[src/rtl/vga_controller.sv]
// vga_controller: pixel timing generator and video output stage for a
// 640x480@60 VGA port. Counts h/v position, hands the visible coordinate to
// the framebuffer, delays timing flags to meet the returning pixel data, then
// registers expanded BBGGGRRR colour, syncs and blank for the DAC. The frame
// selection is latched once per frame at the start of vertical blanking.
module vga_controller #(
  parameter int H_VISIBLE    = 640,
  parameter int H_FRONT      = 16,
  parameter int H_SYNC       = 96,
  parameter int H_BACK       = 48,
  parameter int V_VISIBLE    = 480,
  parameter int V_FRONT      = 10,
  parameter int V_SYNC       = 2,
  parameter int V_BACK       = 33,
  parameter int READ_LATENCY = 1
) (
  input  logic       clock_video,
  input  logic       reset,
  output logic [9:0] pixel_x_pos,
  output logic [9:0] pixel_y_pos,
  input  logic [7:0] pixel_frame0,
  input  logic [7:0] pixel_frame1,
  input  logic       frame_select,
  output logic [7:0] vga_r,
  output logic [7:0] vga_g,
  output logic [7:0] vga_b,
  output logic       vga_hsync_n,
  output logic       vga_vsync_n,
  output logic       vga_blank_n,
  output logic       vga_sync_n,
  output logic       active_frame,
  output logic       vblank_pulse
);

  localparam logic [9:0] H_LAST   = 10'(H_VISIBLE + H_FRONT + H_SYNC + H_BACK - 1);
  localparam logic [9:0] V_LAST   = 10'(V_VISIBLE + V_FRONT + V_SYNC + V_BACK - 1);
  localparam logic [9:0] H_VIS    = 10'(H_VISIBLE);
  localparam logic [9:0] V_VIS    = 10'(V_VISIBLE);
  localparam logic [9:0] HS_START = 10'(H_VISIBLE + H_FRONT);
  localparam logic [9:0] HS_STOP  = 10'(H_VISIBLE + H_FRONT + H_SYNC);
  localparam logic [9:0] VS_START = 10'(V_VISIBLE + V_FRONT);
  localparam logic [9:0] VS_STOP  = 10'(V_VISIBLE + V_FRONT + V_SYNC);

  logic [9:0] h_q, h_d, v_q, v_d;
  logic       visible, hsync, vsync, frame_start;

  // Timing flags are stored active-high; index 0 is the newest stage.
  logic [READ_LATENCY-1:0] vis_dl_q, hs_dl_q, vs_dl_q, af_dl_q;
  logic                    vis_t, hs_t, vs_t, af_t;

  logic [7:0] pix, r_d, g_d, b_d;
  logic [7:0] r_q, g_q, b_q;
  logic       hsync_n_q, vsync_n_q, blank_n_q;
  logic       active_q, vblank_q;

  // Next position: h wraps every line, v advances on h wrap and wraps per frame.
  always_comb begin
    h_d = h_q + 10'd1;
    v_d = v_q;
    if (h_q == H_LAST) begin
      h_d = '0;
      v_d = (v_q == V_LAST) ? '0 : v_q + 10'd1;
    end
  end

  // Decode the current position into timing flags.
  always_comb begin
    visible     = (h_q < H_VIS) && (v_q < V_VIS);
    hsync       = (h_q >= HS_START) && (h_q < HS_STOP);
    vsync       = (v_q >= VS_START) && (v_q < VS_STOP);
    frame_start = (h_q == '0) && (v_q == V_VIS);
  end

  assign pixel_x_pos = visible ? h_q : '0;
  assign pixel_y_pos = visible ? v_q : '0;

  // Position counters.
  always_ff @(posedge clock_video or posedge reset) begin
    if (reset) begin
      h_q <= '0;
      v_q <= '0;
    end else begin
      h_q <= h_d;
      v_q <= v_d;
    end
  end

  // Frame latch at the start of vertical blanking plus the one-cycle pulse.
  always_ff @(posedge clock_video or posedge reset) begin
    if (reset) begin
      active_q <= 1'b0;
      vblank_q <= 1'b0;
    end else begin
      if (frame_start) active_q <= frame_select;
      vblank_q <= frame_start;
    end
  end

  // Delay line matching the framebuffer read latency.
  always_ff @(posedge clock_video or posedge reset) begin
    if (reset) begin
      vis_dl_q <= '0;
      hs_dl_q  <= '0;
      vs_dl_q  <= '0;
      af_dl_q  <= '0;
    end else begin
      vis_dl_q[0] <= visible;
      hs_dl_q[0]  <= hsync;
      vs_dl_q[0]  <= vsync;
      af_dl_q[0]  <= active_q;
      for (int i = 1; i < READ_LATENCY; i++) begin
        vis_dl_q[i] <= vis_dl_q[i-1];
        hs_dl_q[i]  <= hs_dl_q[i-1];
        vs_dl_q[i]  <= vs_dl_q[i-1];
        af_dl_q[i]  <= af_dl_q[i-1];
      end
    end
  end

  assign vis_t = vis_dl_q[READ_LATENCY-1];
  assign hs_t  = hs_dl_q[READ_LATENCY-1];
  assign vs_t  = vs_dl_q[READ_LATENCY-1];
  assign af_t  = af_dl_q[READ_LATENCY-1];

  // Select the displayed frame's pixel and replicate bits up to 8-bit channels.
  always_comb begin
    pix = af_t ? pixel_frame1 : pixel_frame0;
    r_d = '0;
    g_d = '0;
    b_d = '0;
    if (vis_t) begin
      r_d = {pix[2:0], pix[2:0], pix[2:1]};
      g_d = {pix[5:3], pix[5:3], pix[5:4]};
      b_d = {pix[7:6], pix[7:6], pix[7:6], pix[7:6]};
    end
  end

  // Registered video outputs.
  always_ff @(posedge clock_video or posedge reset) begin
    if (reset) begin
      r_q       <= '0;
      g_q       <= '0;
      b_q       <= '0;
      hsync_n_q <= 1'b1;
      vsync_n_q <= 1'b1;
      blank_n_q <= 1'b0;
    end else begin
      r_q       <= r_d;
      g_q       <= g_d;
      b_q       <= b_d;
      hsync_n_q <= ~hs_t;
      vsync_n_q <= ~vs_t;
      blank_n_q <= vis_t;
    end
  end

  assign vga_r        = r_q;
  assign vga_g        = g_q;
  assign vga_b        = b_q;
  assign vga_hsync_n  = hsync_n_q;
  assign vga_vsync_n  = vsync_n_q;
  assign vga_blank_n  = blank_n_q;
  assign vga_sync_n   = 1'b0;
  assign active_frame = active_q;
  assign vblank_pulse = vblank_q;

endmodule

[config.mk]
export PLATFORM = sky130hd
export DESIGN_NAME = vga_controller
export DESIGN_NICKNAME = d
export VERILOG_FILES = /design/src/rtl/vga_controller.sv
export SDC_FILE = /design/constraint.sdc
export NUM_CORES = 1
export LEC_CHECK = 0
export ABC_AREA = 1
export CAP_MARGIN = 40
export CORE_ASPECT_RATIO = 2
export CORE_MARGIN = 3
export CORE_UTILIZATION = 46
export DETAILED_ROUTE_END_ITERATION = 16
export DONT_BUFFER_PORTS = 1
export GPL_ROUTABILITY_DRIVEN = 0
export SYNTH_ARGS = -nofsm -noshare
export SYNTH_HDL_FRONTEND = slang
export SYNTH_SLANG_ARGS = --single-unit
[constraint.sdc]
create_clock -name clock_video -period 1.8 [get_ports clock_video]
set_input_delay 0.18 -clock clock_video [delete_from_list [all_inputs] [get_ports clock_video]]
set_output_delay 0.18 -clock clock_video [all_outputs]
set_load 0.03 [all_outputs]
# [After elaboration in Yosys (flattened, before gate mapping)]
# Index checks and enable logic that the tools add are counted.
[word_totals] register_bits=53 in_bits=19 elab_cells=40 out_inout_bits=50
[op_classes] mux=8 eq_ne=3 n_addsub=2 n_reduce_logical=5 n_lt_le_gt_ge=6 bitwise=2
[ops] cell="2-to-1 mux 10 bit" count=4
[ops] cell="2-to-1 mux 8 bit" count=4
[ops] cell="adder 10 x 1 -> 10 bit, second input constant" count=2
[ops] cell="== test 10 bit, second input constant" count=2
[ops] cell="less-than comparator 10 bit, second input constant" count=2
[ops] cell="less-than comparator 10 x 9 -> 1 bit, second input constant" count=2
[ops] cell="== test 10 x 9 -> 1 bit, second input constant" count=1
[ops] cell=">= comparator 10 bit, second input constant" count=1
[ops] cell=">= comparator 10 x 9 -> 1 bit, second input constant" count=1
[ops] cell="zero test 10 bit" count=1
[ops] cell="logical AND 1 bit" count=4
[ops] cell="NOT 1 bit" count=2

# [Logic depth before layout (Yosys ltp)]
[depth] depth_word=3 ltp_mapped=8 depth_no_buf=7

# [Least setup slack after synthesis]
# Ideal clock, no wire load.
[synth_path] path_type="reg-to-output" startpoint="register v_q[6]" endpoint="output pixel_x_pos[8]" required_time_ns=1.620 path_buffers=1 t_arrival_ns=1.376 path_stages_with_launch=7 slack_ns=0.244 cell_sequence="dfrtp_1 nand2_1 nor2_1 inv_1 nand4_4 buf_4 nor2_1"
[synth_via] elab_chain_cells=3
[synth_lines] item="start: declaration" line="44" rtl="logic [9:0] h_q, h_d, v_q, v_d;"
[synth_lines] item="start signal: assignment" line="84" rtl="v_q <= v_d;"
[synth_lines] item="less-than comparator 10 x 9 -> 1 bit" line="68" rtl="visible = (h_q < H_VIS) && (v_q < V_VIS);"
[synth_lines] item="logical AND 1 bit" line="68"
[synth_lines] item="2-to-1 mux 10 bit" line="74" rtl="assign pixel_x_pos = visible ? h_q : '0;"
[synth_lines] item="end: declaration" line="19" rtl="output logic [9:0] pixel_x_pos,"
# No other way between the ends.

# [Worst setup path in the final report]
[layout_path] startpoint="register v_q[7]" endpoint="output pixel_x_pos[2]"
# Same word-level chain as after synthesis.

==> metrics.txt <==
fill cell count 406; Fin. Hold Viols 0; multi-input logic area 920 sq um; CTS clk-pin slew, worst paths 0.08 ns; Remaining DRCs 0; DP Wirelength 3610 microns; Final min period 1.75 ns; Synth area leaders dfrtp_1 42%, nor2_1 9.6%, buf_4 6.9%; Synth Flop Type dfrtp_1; DR vias 1734; ratio of cells with drive above 1 in the final layout 27.1%; Die ar. 5390 sq um; CP max FO 7; vias in the first global route 1686; final std cells w/o fill 329; Final #Nets 299; crit path DAT 1.57 ns; post-synth top area cell dfrtp_1; commonest non-fill, non-tap cell in the layout nor2_1; synthesized area per cell 8.12 sq um; clock sink total 37; first-pass GRT wire length 7790 microns; gr ovfl total 0; Core Util, Final 59.7%; reg2reg setup slack 0.21 ns; FMAX 0.570 GHz; synth warn 0; I/O Buffers 0; largest net degree at the start of global routing 38; Max Transition Viols Final 0; total area of sequential cells 931 sq um; ant diodes 0; core box area 4210 sq um; Die W 53.4 microns; most frequent cells in the layout 38 x nor2_1, 36 x inv_1, 33 x dfrtp_1; Post-Syn Area 2070 sq um; final setup violation count 0; antenna violations before repair 0; # IOs 69; CTS tree yes; status finished, final reports clean; CP endpoint kind primary output; Worst Setup Start Kind flop; # rows 33; clk_lat worst skew 0.29 ns; Post-synth ARST share 100%; Inst Count DP 315; Synth top area share 42.3%; Tightest Pin Transition 0.532 ns; number of synthesized flops with an enable pin 0; die height 101 microns; drt first pass iters 4; final WL 4920 microns; CP Data Required Time 1.62 ns; post-place setup slack 0.287 ns; via/cell ratio 5.27; P per Cell Area 663 nW/um^2; CTS H-tree depth 2; register area share after synthesis 44.8%; Static Leakage 1.27 nW; RSZ-0062 raised after global routing true; post-DR wirelength/cell 14.9 microns; class of the worst hold path input port to flop; FF+latch count, synth 37; clock tree buffer depth 2; Synth cell types 26; setup_tns 0 ns; Post-Syn Instances 255; Setup CP Type flop to primary output; Root Buffer clkbuf_8; initial core utilization 49.2%; TritonCTS buffer count 5; Setup WS post-layout 0.0453 ns; DRT iter0 DRCs 19; fin crit share 97.5%; GRT Total Usage 19.7%; Area Overhead vs Synth 21.5%; Final ANT Viol Nets 0; VDD IR-drop max 0.000619 V; max cap viols 0; slew margin rel. 64.5%; clock skew 0.0186 ns
## state kept, by name (all words and copies together) (netlist names)
register	flops
vga_b	2
h_q	10
vga_g	3
vs_dl_q	1
vis_dl_q	1
active_frame	1
vga_blank_n	1
vga_r	3
vga_hsync_n	1
hs_dl_q	1
vblank_pulse	1
vga_vsync_n	1
af_dl_q	1
v_q	10
## per-stage QoR
| step | total power, mW | area (sq um) | hold WS [ns] |
|---|---|---|---|
| 6_report | 1.67 | 2510 | 0.0361 |
| 3_5_place_dp | 0.967 | 2180 | 0.217 |
| 2_1_floorplan | 0.976 | 2070 | 0.324 |
| 4_1_cts | 1.69 | 2320 | 0.0315 |
| 5_1_grt | 1.73 | 2510 | 0.0306 |
| 3_3_place_gp | 0.966 | 2180 | 0.213 |
## power by group
part	internal, mW	switching (mW)	total [mW]
clock	0.415	0.303	0.718
sequential	0.840	0.0127	0.852
combinational	0.0167	0.0810	0.0977
total	1.27	0.396	1.67
## final cells by class
class / instances / share of cell area [%]
Sequential cell: 37 / 37.0
Multi-Input combinational cell: 158 / 36.6
Timing Repair Buffer: 33 / 13.2
Inverter: 41 / 6.12
Clock buffer: 5 / 2.74
Tap cell: 52 / 2.59
Clock inverter: 3 / 1.74
## per-layer routing
| layer | share of wire [%] | wire length, microns | track usage, % | up-vias |
|---|---|---|---|---|
| li1 | - | - | - | 828 |
| met3 | 6.3 | 308 | 3.26 | 26 |
| met4 | 6.2 | 304 | 15.0 | 0 |
| met5 | 0 | 0 | 0 | - |
| met1 | 33 | 1640 | 20.5 | 812 |
| met2 | 54 | 2660 | 33.4 | 68 |
## synth_stat cells, types with 2 or more instances
library cell   n
nor2_2         2
inv_2          3
nor3_1         6
xor2_1         6
dfstp_2        2
buf_4         19
nand4_1        9
inv_1         38
nand2_1       28
ha_1           4
a21oi_1        3
dfrtp_1       35
nor2_8         2
nand3_1       13
o21ai_0       22
nor2_1        53
## critical path: stages (launching register included)
cell	delay [ns]
dfrtp_1	0.43
nand2_2	0.09
nor2_2	0.06
inv_2	0.08
nand4_4	0.17
clkbuf_16	0.23
nor2_2	0.09
buf_6	0.14
## cell families after synthesis
family	share of synthesized area [%]
DFF	44.8
and+or+nand+nor	28.7
adders and majority gates	2.42
other	0.181
xor gates and xnor gates	2.54
buffers and inverters	15.0
AOI/OAI and AO/OA	6.28
## path summary, 6_finish.rpt
kind                       cells after the start             from              to
min reg2reg                                    1          hs_dl_q     vga_hsync_n
max in group asynchronous                      3            reset     vga_vsync_n
max                                            7           v_q[7]  pixel_x_pos[2]
max reg2reg                                    7           v_q[1]          v_q[1]
min in group asynchronous                      3            reset         af_dl_q
min                                            2  pixel_frame1[5]        vga_g[4]
## repair_timing
item,4_1_cts,5_1_grt
endpoints found under the hold margin,35,0
setup buffers,1,3
pin swaps,0,1
endpoints found under the setup margin,14,16
hold buffers,1,0
gates cloned,0,1
resized for setup,1,45
(Power assumes the default switching activity.)
